File: src/rtl/ysyx_22041461_mem_pkg.sv
// ysyx_22041461_mem_pkg: shared types and defaults for the IF/LSU memory-port arbiter.
package ysyx_22041461_mem_pkg;

    typedef enum logic [1:0] {IDLE, ISSUE, WAIT} state_e;
    typedef enum logic {OWN_IF, OWN_LSU} owner_e;

    localparam int STARVE_LIMIT_DEF = 4;

endpackage

File: src/rtl/ysyx_22041461_arb_pick.sv
// ysyx_22041461_arb_pick: one-hot grant pick, LSU first unless IF has been starved.
module ysyx_22041461_arb_pick (
    input  logic       if_valid,
    input  logic       lsu_valid,
    input  logic       if_flush,
    input  logic       starved,
    output logic [1:0] grant
);

    logic if_ok;

    always_comb begin
        if_ok    = if_valid & ~if_flush;
        grant[0] = if_ok & (starved | ~lsu_valid);
        grant[1] = lsu_valid & ~(if_ok & starved);
    end

endmodule

File: src/rtl/ysyx_22041461_mem_arb.sv
// ysyx_22041461_mem_arb: shares one memory port between IF and LSU, one transaction in flight,
// routing the response back to its owner and discarding flushed fetches.
module ysyx_22041461_mem_arb
    import ysyx_22041461_mem_pkg::*;
#(
    parameter int ADDR_W       = 64,
    parameter int DATA_W       = 64,
    parameter int STARVE_LIMIT = STARVE_LIMIT_DEF
) (
    input  logic                clk,
    input  logic                rst,
    input  logic                if_req_valid,
    output logic                if_req_ready,
    input  logic [ADDR_W-1:0]   if_req_addr,
    input  logic                if_flush,
    output logic                if_rsp_valid,
    output logic [DATA_W-1:0]   if_rsp_data,
    input  logic                lsu_req_valid,
    output logic                lsu_req_ready,
    input  logic [ADDR_W-1:0]   lsu_req_addr,
    input  logic                lsu_req_wen,
    input  logic [DATA_W-1:0]   lsu_req_wdata,
    input  logic [DATA_W/8-1:0] lsu_req_wmask,
    output logic                lsu_rsp_valid,
    output logic [DATA_W-1:0]   lsu_rsp_data,
    output logic                mem_req_valid,
    input  logic                mem_req_ready,
    output logic [ADDR_W-1:0]   mem_req_addr,
    output logic                mem_req_wen,
    output logic [DATA_W-1:0]   mem_req_wdata,
    output logic [DATA_W/8-1:0] mem_req_wmask,
    input  logic                mem_rsp_valid,
    input  logic [DATA_W-1:0]   mem_rsp_data
);

    localparam int MW = DATA_W / 8;
    localparam int CW = $clog2(STARVE_LIMIT + 1);

    state_e            state_q, state_d;
    owner_e            owner_q, owner_d;
    logic [CW-1:0]     starve_q, starve_d;
    logic              drop_q, drop_d;
    logic [ADDR_W-1:0] addr_q, addr_d;
    logic              wen_q, wen_d;
    logic [DATA_W-1:0] wdata_q, wdata_d;
    logic [MW-1:0]     wmask_q, wmask_d;
    logic [1:0]        grant;
    logic              starved, idle, accept, rsp;

    assign starved = starve_q == CW'(STARVE_LIMIT);
    assign idle    = state_q == IDLE;
    assign accept  = idle & |grant;

    ysyx_22041461_arb_pick u_pick (
        .if_valid (if_req_valid),
        .lsu_valid(lsu_req_valid),
        .if_flush (if_flush),
        .starved  (starved),
        .grant    (grant)
    );

    always_ff @(posedge clk or negedge rst) begin
        if (!rst) begin
            state_q  <= IDLE;
            owner_q  <= OWN_IF;
            starve_q <= '0;
            drop_q   <= 1'b0;
            addr_q   <= '0;
            wen_q    <= 1'b0;
            wdata_q  <= '0;
            wmask_q  <= '0;
        end else begin
            state_q  <= state_d;
            owner_q  <= owner_d;
            starve_q <= starve_d;
            drop_q   <= drop_d;
            addr_q   <= addr_d;
            wen_q    <= wen_d;
            wdata_q  <= wdata_d;
            wmask_q  <= wmask_d;
        end
    end

    always_comb begin
        state_d = state_q;
        case (state_q)
            IDLE:    state_d = accept ? ISSUE : IDLE;
            ISSUE:   state_d = mem_req_ready ? WAIT : ISSUE;
            WAIT:    state_d = mem_rsp_valid ? IDLE : WAIT;
            default: state_d = IDLE;
        endcase
    end

    // IF requests carry no write data; a granted fetch always reads
    always_comb begin
        owner_d  = owner_q;
        starve_d = starve_q;
        addr_d   = addr_q;
        wen_d    = wen_q;
        wdata_d  = wdata_q;
        wmask_d  = wmask_q;
        drop_d   = drop_q | (!idle && owner_q == OWN_IF && if_flush);
        if (accept) begin
            owner_d  = grant[0] ? OWN_IF : OWN_LSU;
            addr_d   = grant[0] ? if_req_addr : lsu_req_addr;
            wen_d    = grant[1] & lsu_req_wen;
            wdata_d  = grant[0] ? '0 : lsu_req_wdata;
            wmask_d  = grant[0] ? '0 : lsu_req_wmask;
            drop_d   = 1'b0;
            starve_d = (grant[1] && if_req_valid) ? (starved ? starve_q : starve_q + CW'(1)) : '0;
        end
    end

    always_comb begin
        if_req_ready  = rst & idle & grant[0];
        lsu_req_ready = rst & idle & grant[1];
        mem_req_valid = rst & state_q == ISSUE;
        rsp           = rst & state_q == WAIT & mem_rsp_valid;
        if_rsp_valid  = rsp & owner_q == OWN_IF & ~drop_q & ~if_flush;
        lsu_rsp_valid = rsp & owner_q == OWN_LSU;
    end

    assign if_rsp_data   = mem_rsp_data;
    assign lsu_rsp_data  = mem_rsp_data;
    assign mem_req_addr  = addr_q;
    assign mem_req_wen   = wen_q;
    assign mem_req_wdata = wdata_q;
    assign mem_req_wmask = wmask_q;

endmodule

File: config.mk
export PLATFORM = sky130hd
export DESIGN_NAME = ysyx_22041461_mem_arb
export DESIGN_NICKNAME = d
export VERILOG_FILES = /design/src/rtl/ysyx_22041461_mem_pkg.sv /design/src/rtl/ysyx_22041461_arb_pick.sv /design/src/rtl/ysyx_22041461_mem_arb.sv
export SDC_FILE = /design/constraint.sdc
export NUM_CORES = 1
export LEC_CHECK = 0
export CAP_MARGIN = 25
export CORE_AREA = 2 2 212 214
export CTS_CLUSTER_SIZE = 10
export DETAILED_ROUTE_END_ITERATION = 8
export DIE_AREA = 0 0 214 216
export PLACE_DENSITY = 0.57
export SLEW_MARGIN = 20
export SYNTH_ARGS = -nofsm -noshare
export SYNTH_HDL_FRONTEND = slang
export SYNTH_SLANG_ARGS = --single-unit
File: constraint.sdc
create_clock -name clk -period 3.02 [get_ports clk]
set_input_delay 0.604 -clock clk [delete_from_list [all_inputs] [get_ports clk]]
set_output_delay 0.604 -clock clk [all_outputs]
set_load 0.1 [all_outputs]
==> flow_metrics.env <==
export IMPL_synth_distinct_cells=39
export IMPL_multi_input_area_um2=3577
export IMPL_final_common_cell="clkdlybuf4s50_1"
export IMPL_cts_tree="built"
export IMPL_grt_pass1_vias=7077
export IMPL_path_class="flop to primary output"
export IMPL_ctsResizeCount=0
export IMPL_ir_drop_v=0.001259
export IMPL_clock_sinks=144
export IMPL_yosys_area_top_type="dfrtp_1"
export IMPL_yosys_area_share_xor_xnor_pct=0
export IMPL_period_share_pct=88.09
export IMPL_gp_congestion=0.7249
export IMPL_antenna_found_initial=0
export IMPL_fp_dieH_um=216
export IMPL_final_seq_area_um2=3603
export IMPL_post_place_ws_ns=0.2676
export IMPL_rsz0062_at_grt="no"
export IMPL_synth_mux_area_share_pct=0.1318
export IMPL_place_hpwl_mm=19.70
export IMPL_grt_total_usage_pct=12.78
export IMPL_ys_warn_count=0
export IMPL_setup_viol=0
export IMPL_root_buffer="clkbuf_16"
export IMPL_synth_fa_ha_area_share_pct=0.2929
export IMPL_r2r_cells=6
export IMPL_netlist_instances=724
export IMPL_ant_nets=0
export IMPL_crit_fanout=5
export IMPL_portBuffers=349
export IMPL_post_cts_buffers=0
export IMPL_r2r_end="mem_req_wdata[11]"
export IMPL_synth_simple_area_share_pct=7.937
export IMPL_final_hold_violation_count=0
export IMPL_finalCriticalPeriod_ns=2.660
export IMPL_initial_core_util_pct=19.49
export IMPL_final_cell_mix="clkdlybuf4s50_1 (204), buf_4 (150), dfrtp_1 (144), a22o_1 (74), and3b_1 (64)"
export IMPL_synth_nets=998
export IMPL_routed_wl_mm=29.51
export IMPL_avgSynthCellArea_um2=11.80
export IMPL_htreeDepth=4
export IMPL_grt_pass1_wl_mm=45.05
export IMPL_die_area_um2=46220
export IMPL_p_leak_nw=5.037
export IMPL_maxSlewViolCount=0
export IMPL_clock_latency_ns=0.45
export IMPL_powerDensity_nw_per_um2=1425
export IMPL_max_freq_mhz=375.9
export IMPL_synth_seq_cells=144
export IMPL_placed_cell_area_um2=11320
export IMPL_first_pass_iters=4
export IMPL_vias=6585
export IMPL_grt_max_degree=78
export IMPL_vias_per_cell=4.375
export IMPL_fin_skew_ns=0.01051
export IMPL_worst_pin_slew_ns=0.9893
export IMPL_core_um2=43840
export IMPL_cts_hold_buf=0
export IMPL_drt_iter0_markers=395
export IMPL_fin_area_um2=11950
export IMPL_reg2reg_from="starve_q[0]"
export IMPL_worst_slack_ns=0.3596
export IMPL_dieWidth_um=214
export IMPL_synth_cell_area_um2=8544
export IMPL_max_cap_violations=0
export IMPL_boundaryPins=542
export IMPL_cp_required_ns=2.42
export IMPL_cp_end_kind="primary output"
export IMPL_startpoint_type="flop"
export IMPL_num_antenna_cells=0
export IMPL_drc=0
export IMPL_hold_class="input port to asynchronous set/reset pin"
export IMPL_drive_above_1_share_pct=33.08
export IMPL_cts_made_buffers=17
export IMPL_slew_headroom_pct=34.05
export IMPL_synth_top_family_by_area="compound AO/OA/AOI/OAI gates"
export IMPL_wl_per_cell_um=19.61
export IMPL_synth_area_leaders="dfrtp_1 (42%), buf_4 (12%), a221oi_2 (8.6%)"
export IMPL_synth_compound_area_share_pct=32.60
export IMPL_clk_pin_slew_ns=0.07
export IMPL_synth_seq_area_share_pct=42.17
export IMPL_final_nets=1174
export IMPL_r2r_slack_ns=0.92
export IMPL_placementRows=77
export IMPL_cts_buffer_depth=2
export IMPL_n_fill_cell=4613
export IMPL_grt_overflow_total=0
export IMPL_synth_top_cell_area_share_pct=42.17
export IMPL_cp_data_arrival_time_ns=2.06
export IMPL_areaGrowthSynthToFinish_pct=39.82
export IMPL_status="finished, final reports clean"
export IMPL_tns_ns=0
sequential cells by signal, summed over array words and instances (netlist names):
| signal | count |
|---|---|
| mem_req_wen | 1 |
| owner_q | 1 |
| drop_q | 1 |
| mem_req_wmask | 8 |
| mem_req_wdata | 64 |
| state_q | 2 |
| mem_req_addr | 64 |
| starve_q | 3 |
worst max-delay path, cell delays in order (launching register included):
cell,delay [ns]
dfrtp_1,0.38
inv_1,0.08
ha_1,0.30
nand4b_1,0.19
and3_2,0.28
and2_1,0.19
buf_12,0.17
area by class of cell:
class | count | area share [%]
clock buffers | 19 | 3.791
multi-input cells | 364 | 29.94
repair buffers | 366 | 28.20
flip-flops and latches | 144 | 30.16
inverters | 7 | 0.2304
clock inverters | 13 | 1.466
well taps | 592 | 6.200
routing by layer:
layer	vias to the layer above	share of wire (%)	GRT usage [%]
li1	2971	-	-
met1	3230	43	15.70
met2	356	47	20.29
met3	28	8.9	5.370
met4	0	1.3	3.823
met5	-	0	0.4167
metrics by stage:
step           hold WS [ns]  utilization, %  total power, mW  instances
3_5_place_dp         0.4927           25.82            14.84       1473
2_1_floorplan        0.3084               -            13.12        724
3_3_place_gp         0.4891           25.82            14.78       1473
6_report             0.2067           27.25            17.03       1505
4_1_cts              0.1805           27.25            17.24       1505
5_1_grt              0.2216           27.25            17.69       1505
power by group:
part           switching, mW  internal [mW]  total [mW]  leakage (nW)
sequential             0.646           2.84        3.49          1.72
clock                  0.945           1.36        2.31         0.302
combinational           8.35           2.89        11.2          3.02
total                   9.94           7.09        17.0          5.04
worst max path at each step:
stage / startpoint / end / slack [ns] / cells past startpoint
global route: starve_q[0] / lsu_req_ready / 0.20 / 6
CTS: mem_rsp_valid / if_rsp_valid / 0.29 / 4
global placement: mem_rsp_valid / if_rsp_valid / 0.29 / 4
floorplan: if_flush / if_req_ready / 0.24 / 4
detailed placement: lsu_req_valid / mem_req_addr[17] / 0.27 / 5
finish: starve_q[0] / lsu_req_ready / 0.36 / 6
synth_stat cells:
library cell,instances
a22o_1,74
a32o_1,1
a221oi_2,49
a22oi_1,1
nand3b_1,1
nand4b_1,2
a21oi_2,1
or2_1,1
inv_1,6
mux2_1,1
and2_1,1
clkbuf_1,28
nand2_1,2
o21ai_0,61
ha_1,2
o221ai_1,1
buf_6,12
buf_4,132
and4_1,1
a21boi_1,1
a2bb2oi_1,15
a21o_1,1
nand3_1,1
nor2b_1,1
o21ai_1,6
inv_2,1
and3b_1,64
dfrtp_1,144
buf_1,1
a21bo_1,1
nand2b_1,2
o211ai_1,1
and3_1,1
nor4_1,2
nor2_1,4
nand4_1,1
buf_2,36
a2bb2oi_2,49
a221oi_1,15
logic make-up (layout without fill, tap and decap cells):
group                    after synthesis  after routing
buffers and inverters                216            405
AO/OA/AOI/OAI                        277            277
multiplexers                           1              1
AND/OR/NAND/NOR                       84             84
adder cells (fa/ha/maj)                2              2
flip-flops                           144            144
Note: power is estimated with default switching activity, not from simulation.
